$ cat config.mk
export PLATFORM = sky130hd
export DESIGN_NAME = prg_pixel_sequencer
export DESIGN_NICKNAME = d
export VERILOG_FILES = /design/src/rtl/prg_pkg.sv /design/src/rtl/prg_pixel_sequencer_phase_ring.sv /design/src/rtl/prg_pixel_sequencer.sv
export SDC_FILE = /design/constraint.sdc
export NUM_CORES = 1
export LEC_CHECK = 0
export BUFFER_PORTS_ARGS = -buffer_cell sky130_fd_sc_hd__buf_2
export CORE_MARGIN = 1.5
export CORE_UTILIZATION = 45
export DETAILED_ROUTE_END_ITERATION = 16
export PLACE_DENSITY = 0.67
export SETUP_SLACK_MARGIN = 0.3
export SYNTH_ARGS = -nofsm -noshare
export SYNTH_HDL_FRONTEND = slang
export SYNTH_SLANG_ARGS = --single-unit
$ cat constraint.sdc
create_clock -name clk -period 3.2 [get_ports clk]
set_input_delay 0.16 -clock clk [delete_from_list [all_inputs] [get_ports clk]]
set_output_delay 0.16 -clock clk [all_outputs]
set_load 0.1 [all_outputs]
$ cat src/rtl/prg_pkg.sv
// Shared constants and types for the primary ray generator sequencer.
// Default raster size and in-flight ray budget live here.
package prg_pkg;

    localparam int SCREEN_W = 640;
    localparam int SCREEN_H = 480;
    localparam int NUM_RAYS = 16;

    typedef enum logic [1:0] {
        IDLE,
        ARMED,
        RUN,
        DRAIN
    } seq_state_t;

    typedef logic [$clog2(SCREEN_W)-1:0] px_x_t;
    typedef logic [$clog2(SCREEN_H)-1:0] px_y_t;

    // Advance a one-hot phase word v0 -> v1 -> v2 -> v0.
    function automatic logic [2:0] ring_rotate(input logic [2:0] r);
        return {r[1:0], r[2]};
    endfunction

endpackage

$ cat src/rtl/prg_pixel_sequencer_phase_ring.sv
// Free-running three-phase one-hot strobe generator.
// Bit 0 is v0, bit 1 is v1, bit 2 is v2.
module prg_phase_ring
    import prg_pkg::*;
(
    input  logic       clk,
    input  logic       rst,
    output logic [2:0] ring
);

    // Rotate every cycle; reset parks the ring on v0.
    always_ff @(posedge clk) begin
        if (rst) ring <= 3'b001;
        else     ring <= ring_rotate(ring);
    end

endmodule

$ cat src/rtl/prg_pixel_sequencer.sv
// Pixel sequencer: phase ring, raster scan, credit flow control.
// Optional stall counter output when PRG_SEQ_PERF_EN is defined.
module prg_pixel_sequencer #(
    parameter int SCREEN_W = prg_pkg::SCREEN_W,
    parameter int SCREEN_H = prg_pkg::SCREEN_H,
    parameter int CREDITS  = prg_pkg::NUM_RAYS
) (
    input  logic                         clk,
    input  logic                         rst,
    input  logic                         start,
    input  logic                         abort,
    input  logic                         ray_consumed,
    output logic                         v0,
    output logic                         v1,
    output logic                         v2,
    output logic [$clog2(SCREEN_W)-1:0]  x,
    output logic [$clog2(SCREEN_H)-1:0]  y,
    output logic                         x_y_valid,
    output logic                         busy,
    output logic                         frame_done,
    output logic [$clog2(CREDITS+1)-1:0] credits_avail
`ifdef PRG_SEQ_PERF_EN
    ,
    output logic [31:0]                  stall_cycles
`endif
);

    import prg_pkg::*;

    localparam int XW = $clog2(SCREEN_W);
    localparam int YW = $clog2(SCREEN_H);
    localparam int CW = $clog2(CREDITS + 1);

    localparam logic [XW-1:0] X_LAST = XW'(SCREEN_W - 1);
    localparam logic [YW-1:0] Y_LAST = YW'(SCREEN_H - 1);
    localparam logic [CW-1:0] C_FULL = CW'(CREDITS);

    seq_state_t    state;
    seq_state_t    state_n;
    logic [XW-1:0] x_n;
    logic [YW-1:0] y_n;
    logic          slot_live;
    logic          slot_live_n;
    logic [CW-1:0] credits_n;
    logic          give;
    logic [2:0]    ring;

    prg_phase_ring u_ring (
        .clk  (clk),
        .rst  (rst),
        .ring (ring)
    );

    assign v0   = ring[0];
    assign v1   = ring[1];
    assign v2   = ring[2];
    assign busy = (state != IDLE);

    // A return only counts while some ray is actually outstanding.
    assign give = ray_consumed && (credits_avail != C_FULL);

    // Next state, raster advance, slot issue and credit update.
    always_comb begin
        state_n     = state;
        x_n         = x;
        y_n         = y;
        slot_live_n = slot_live;
        x_y_valid   = 1'b0;
        frame_done  = 1'b0;
        unique case (state)
            IDLE: begin
                x_n         = '0;
                y_n         = '0;
                slot_live_n = 1'b0;
                if (start) state_n = ARMED;
            end
            ARMED: begin
                if (abort)   state_n = DRAIN;
                else if (v2) state_n = RUN;
            end
            RUN: begin
                if (v0 && credits_avail != '0) begin
                    x_y_valid   = 1'b1;
                    slot_live_n = 1'b1;
                end
                if (v2 && slot_live) begin
                    slot_live_n = 1'b0;
                    if (x == X_LAST) begin
                        x_n = '0;
                        if (y == Y_LAST) begin
                            y_n     = '0;
                            state_n = DRAIN;
                        end else begin
                            y_n = y + 1'b1;
                        end
                    end else begin
                        x_n = x + 1'b1;
                    end
                end
                if (abort) begin
                    state_n     = DRAIN;
                    x_n         = '0;
                    y_n         = '0;
                    slot_live_n = 1'b0;
                end
            end
            DRAIN: begin
                x_n         = '0;
                y_n         = '0;
                slot_live_n = 1'b0;
                if (credits_avail == C_FULL) begin
                    frame_done = 1'b1;
                    state_n    = IDLE;
                end
            end
            default: state_n = IDLE;
        endcase

        credits_n = credits_avail;
        if (x_y_valid && !give)      credits_n = credits_avail - 1'b1;
        else if (give && !x_y_valid) credits_n = credits_avail + 1'b1;
    end

    // State, raster position and credit registers.
    always_ff @(posedge clk) begin
        if (rst) begin
            state         <= IDLE;
            x             <= '0;
            y             <= '0;
            slot_live     <= 1'b0;
            credits_avail <= C_FULL;
        end else begin
            state         <= state_n;
            x             <= x_n;
            y             <= y_n;
            slot_live     <= slot_live_n;
            credits_avail <= credits_n;
        end
    end

`ifdef PRG_SEQ_PERF_EN
    // Count credit-starved issue slots; kept after the frame for readout.
    always_ff @(posedge clk) begin
        if (rst) begin
            stall_cycles <= '0;
        end else if (state == IDLE && start) begin
            stall_cycles <= '0;
        end else if (state == RUN && v0 && credits_avail == '0
                     && stall_cycles != '1) begin
            stall_cycles <= stall_cycles + 32'd1;
        end
    end
`endif

`ifndef SYNTHESIS
    // A return with every credit home means downstream miscounted.
    a_credit_overflow: assert property (@(posedge clk) disable iff (rst)
        !(ray_consumed && credits_avail == C_FULL));
`endif

endmodule

==> impl_metrics.env <==
export IMPL_status="finished, final reports clean"
export IMPL_synth_most_common_cell="dfxtp_1"
export IMPL_hold_buffers=0
export IMPL_avgSynthCellArea_um2=8.18
export IMPL_yosysTopAreaCell="dfxtp_1"
export IMPL_worstPathRequired_ns=3.37
export IMPL_synth_cell_types=47
export IMPL_ys_top_cells_by_count="dfxtp_1, nor2_1, a21oi_1, nand3_1, nand2_1"
export IMPL_power_uw=1540
export IMPL_period_minus_slack_ns=2.58
export IMPL_layout_setup_ws_ns=0.622
export IMPL_cts_tree="built"
export IMPL_yosysSeqAreaShare_pct=34.8
export IMPL_synth_top_area_share_pct=34.8
export IMPL_fp_dieH_um=64.9
export IMPL_drt_wl_total_um=3900
export IMPL_fin_crit_sh_pct=80.6
export IMPL_ioPinCount=35
export IMPL_ys_flop_type="dfxtp_1"
export IMPL_yosysWarningCount=0
export IMPL_syn2layout_area_growth_pct=18.9
export IMPL_routedWlPerCell_um=13.5
export IMPL_hold_viol_final=0
export IMPL_cts_root_buf="clkbuf_8"
export IMPL_power_density_nw_per_um2=753
export IMPL_endpoint_kind="flop"
export IMPL_relSlewSlack_pct=58.4
export IMPL_peakVddDrop_v=0.000315
export IMPL_finalSetupViolCount=0
export IMPL_start_kind="flop"
export IMPL_htree_num_levels=2
export IMPL_grt_util_all_layers_pct=19.7
export IMPL_grt_max_degree=28
export IMPL_tightest_slew_ns=0.622
export IMPL_numCtsBuffers=5
export IMPL_tns_ns=0
export IMPL_synth_edff_count=0
export IMPL_grt_pass1_vias=1448
export IMPL_num_vias=1571
export IMPL_finClkSkew_ns=0.00196
export IMPL_post_cts_resized=0
export IMPL_dpl_hpwl_um=2710
export IMPL_antenna_found_initial=0
export IMPL_nets=256
export IMPL_drc=0
export IMPL_final_antenna_net_count=0
export IMPL_drt_pass1_iterations=4
export IMPL_postCtsSetupBuffers=0
export IMPL_clk_path_buf_depth=2
export IMPL_min_path_type="input port to flop"
export IMPL_place_worst_setup_slack_ns=0.657
export IMPL_core_um2=3660
export IMPL_worstSetupPathType="flop to flop"
export IMPL_viasPerCell=5.42
export IMPL_drt_initial_drc_count=86
export IMPL_cts_sinks=30
export IMPL_critPathArrivalTime_ns=2.74
export IMPL_die_area_um2=4210
export IMPL_synthTopCellsByArea="dfxtp_1, ha_1, nor2_1"
export IMPL_syn_num_nets=226
export IMPL_drive_gt1_share_pct=25.2
export IMPL_netlist_area_um2=1730
export IMPL_grt_pass1_wl_um=6540
export IMPL_drv_cap=0
export IMPL_postSynth_asyncResetShare_pct=0
export IMPL_crit_fanout=8
export IMPL_grt_overflow=0
export IMPL_report_final_slew_viol_count=0
export IMPL_syn_inst=211
export IMPL_rsz0062_at_grt="false"
export IMPL_port_buffers=34
export IMPL_fmax_ghz=0.388
export IMPL_place_congestion=0.844
export IMPL_n_antenna_cell=0
export IMPL_total_leakage_power_uw=0.000851
export IMPL_path_clk_slew_ns=0.06
export IMPL_synth_seq_cells=30
export IMPL_final_util_pct=56.0
export IMPL_worstSkewPairLatency_ns=0.28
export IMPL_die_x_um=64.9
export IMPL_rows=22
export IMPL_initial_core_util_pct=47.1
power breakdown:
| group | internal [µW] | switching, µW |
|---|---|---|
| clock | 148 | 147 |
| sequential | 412 | 43.8 |
| combinational | 220 | 572 |
worst paths after layout:
path / depth (start not counted) / slack (ns) / end / start
worst max-delay path: 11 / 0.62 / credits_avail[4] / credits_avail[0]
worst min-delay path: 2 / 0.33 / credits_avail[0] / rst
worst max register to register: 11 / 0.62 / credits_avail[4] / credits_avail[0]
worst min register to register: 1 / 0.47 / u_ring.ring[2] / u_ring.ring[1]
cell usage in the layout (no fill, tap or decap), types with 2 or more instances in the layout:
master and n:
buf_2 34, dfxtp_1 24, nor2_1 23, nand3_1 16, a21oi_1 15, nand2_1 14
xor2_1 9, o21ai_0 8, ha_1 8, nor2b_1 7, inv_1 6, a211oi_1 6
clkbuf_8 5, and3_1 4, dfxtp_4 4, a21o_1 3, nand2b_1 3, mux2i_1 3
a31oi_1 3, or4_4 2, a22oi_1 2, or4_1 2, a211o_1 2, xnor2_1 2
and2_1 2, ha_2 2, dfxtp_2 2
sequential cells by signal, summed over array words and instances (netlist names):
signal / flops
state: 2
credits_avail: 5
x: 10
y: 9
u_ring.ring: 3
slot_live: 1
final cells by class:
class                      count  area, µm²
fill                         370       1610
multi-input combinational    164       1090
sequential                    30        618
timing repair buffer          34        170
clock buffer                   5       68.8
tap                           48       60.1
inverter                       6       22.5
clock inverter                 3       16.3
cells by family (layout without fill, tap and decap cells):
group,count (synthesis),count (layout),synth area share (%)
compound gates,54,54,21.0
simple gates,86,86,26.0
mux,3,3,1.74
buf+inv,17,48,3.70
fa+ha+maj,10,10,7.25
xor+xnor,11,11,5.58
flops,30,30,34.8
critical path: stages, from the launching register on:
cell,delay (ns)
dfxtp_4,0.37
or4_4,0.55
o21ai_4,0.19
nor2_4,0.06
ha_2,0.23
xor2_1,0.18
ha_2,0.19
nor2b_2,0.16
a22oi_1,0.15
o22ai_1,0.11
a211oi_1,0.21
a31oi_1,0.06
metrics by stage:
| stage | area [µm²] | hold WS [ns] | instances |
|---|---|---|---|
| after floorplan | 1810 | 0.445 | 211 |
| after global placement | 1970 | 0.442 | 282 |
| after detailed placement | 1970 | 0.464 | 282 |
| after CTS | 2050 | 0.327 | 290 |
| after global routing | 2050 | 0.346 | 290 |
| final | 2050 | 0.326 | 290 |
routing by layer:
metal	up-vias	part of all wire (%)	track usage, %
met5	-	0	0
met4	0	0.92	8.78
met3	6	5.2	4.34
met2	41	44	30.5
met1	715	50	26.1
li1	809	-	-
No activity file was read; power rests on OpenSTA's default activity.
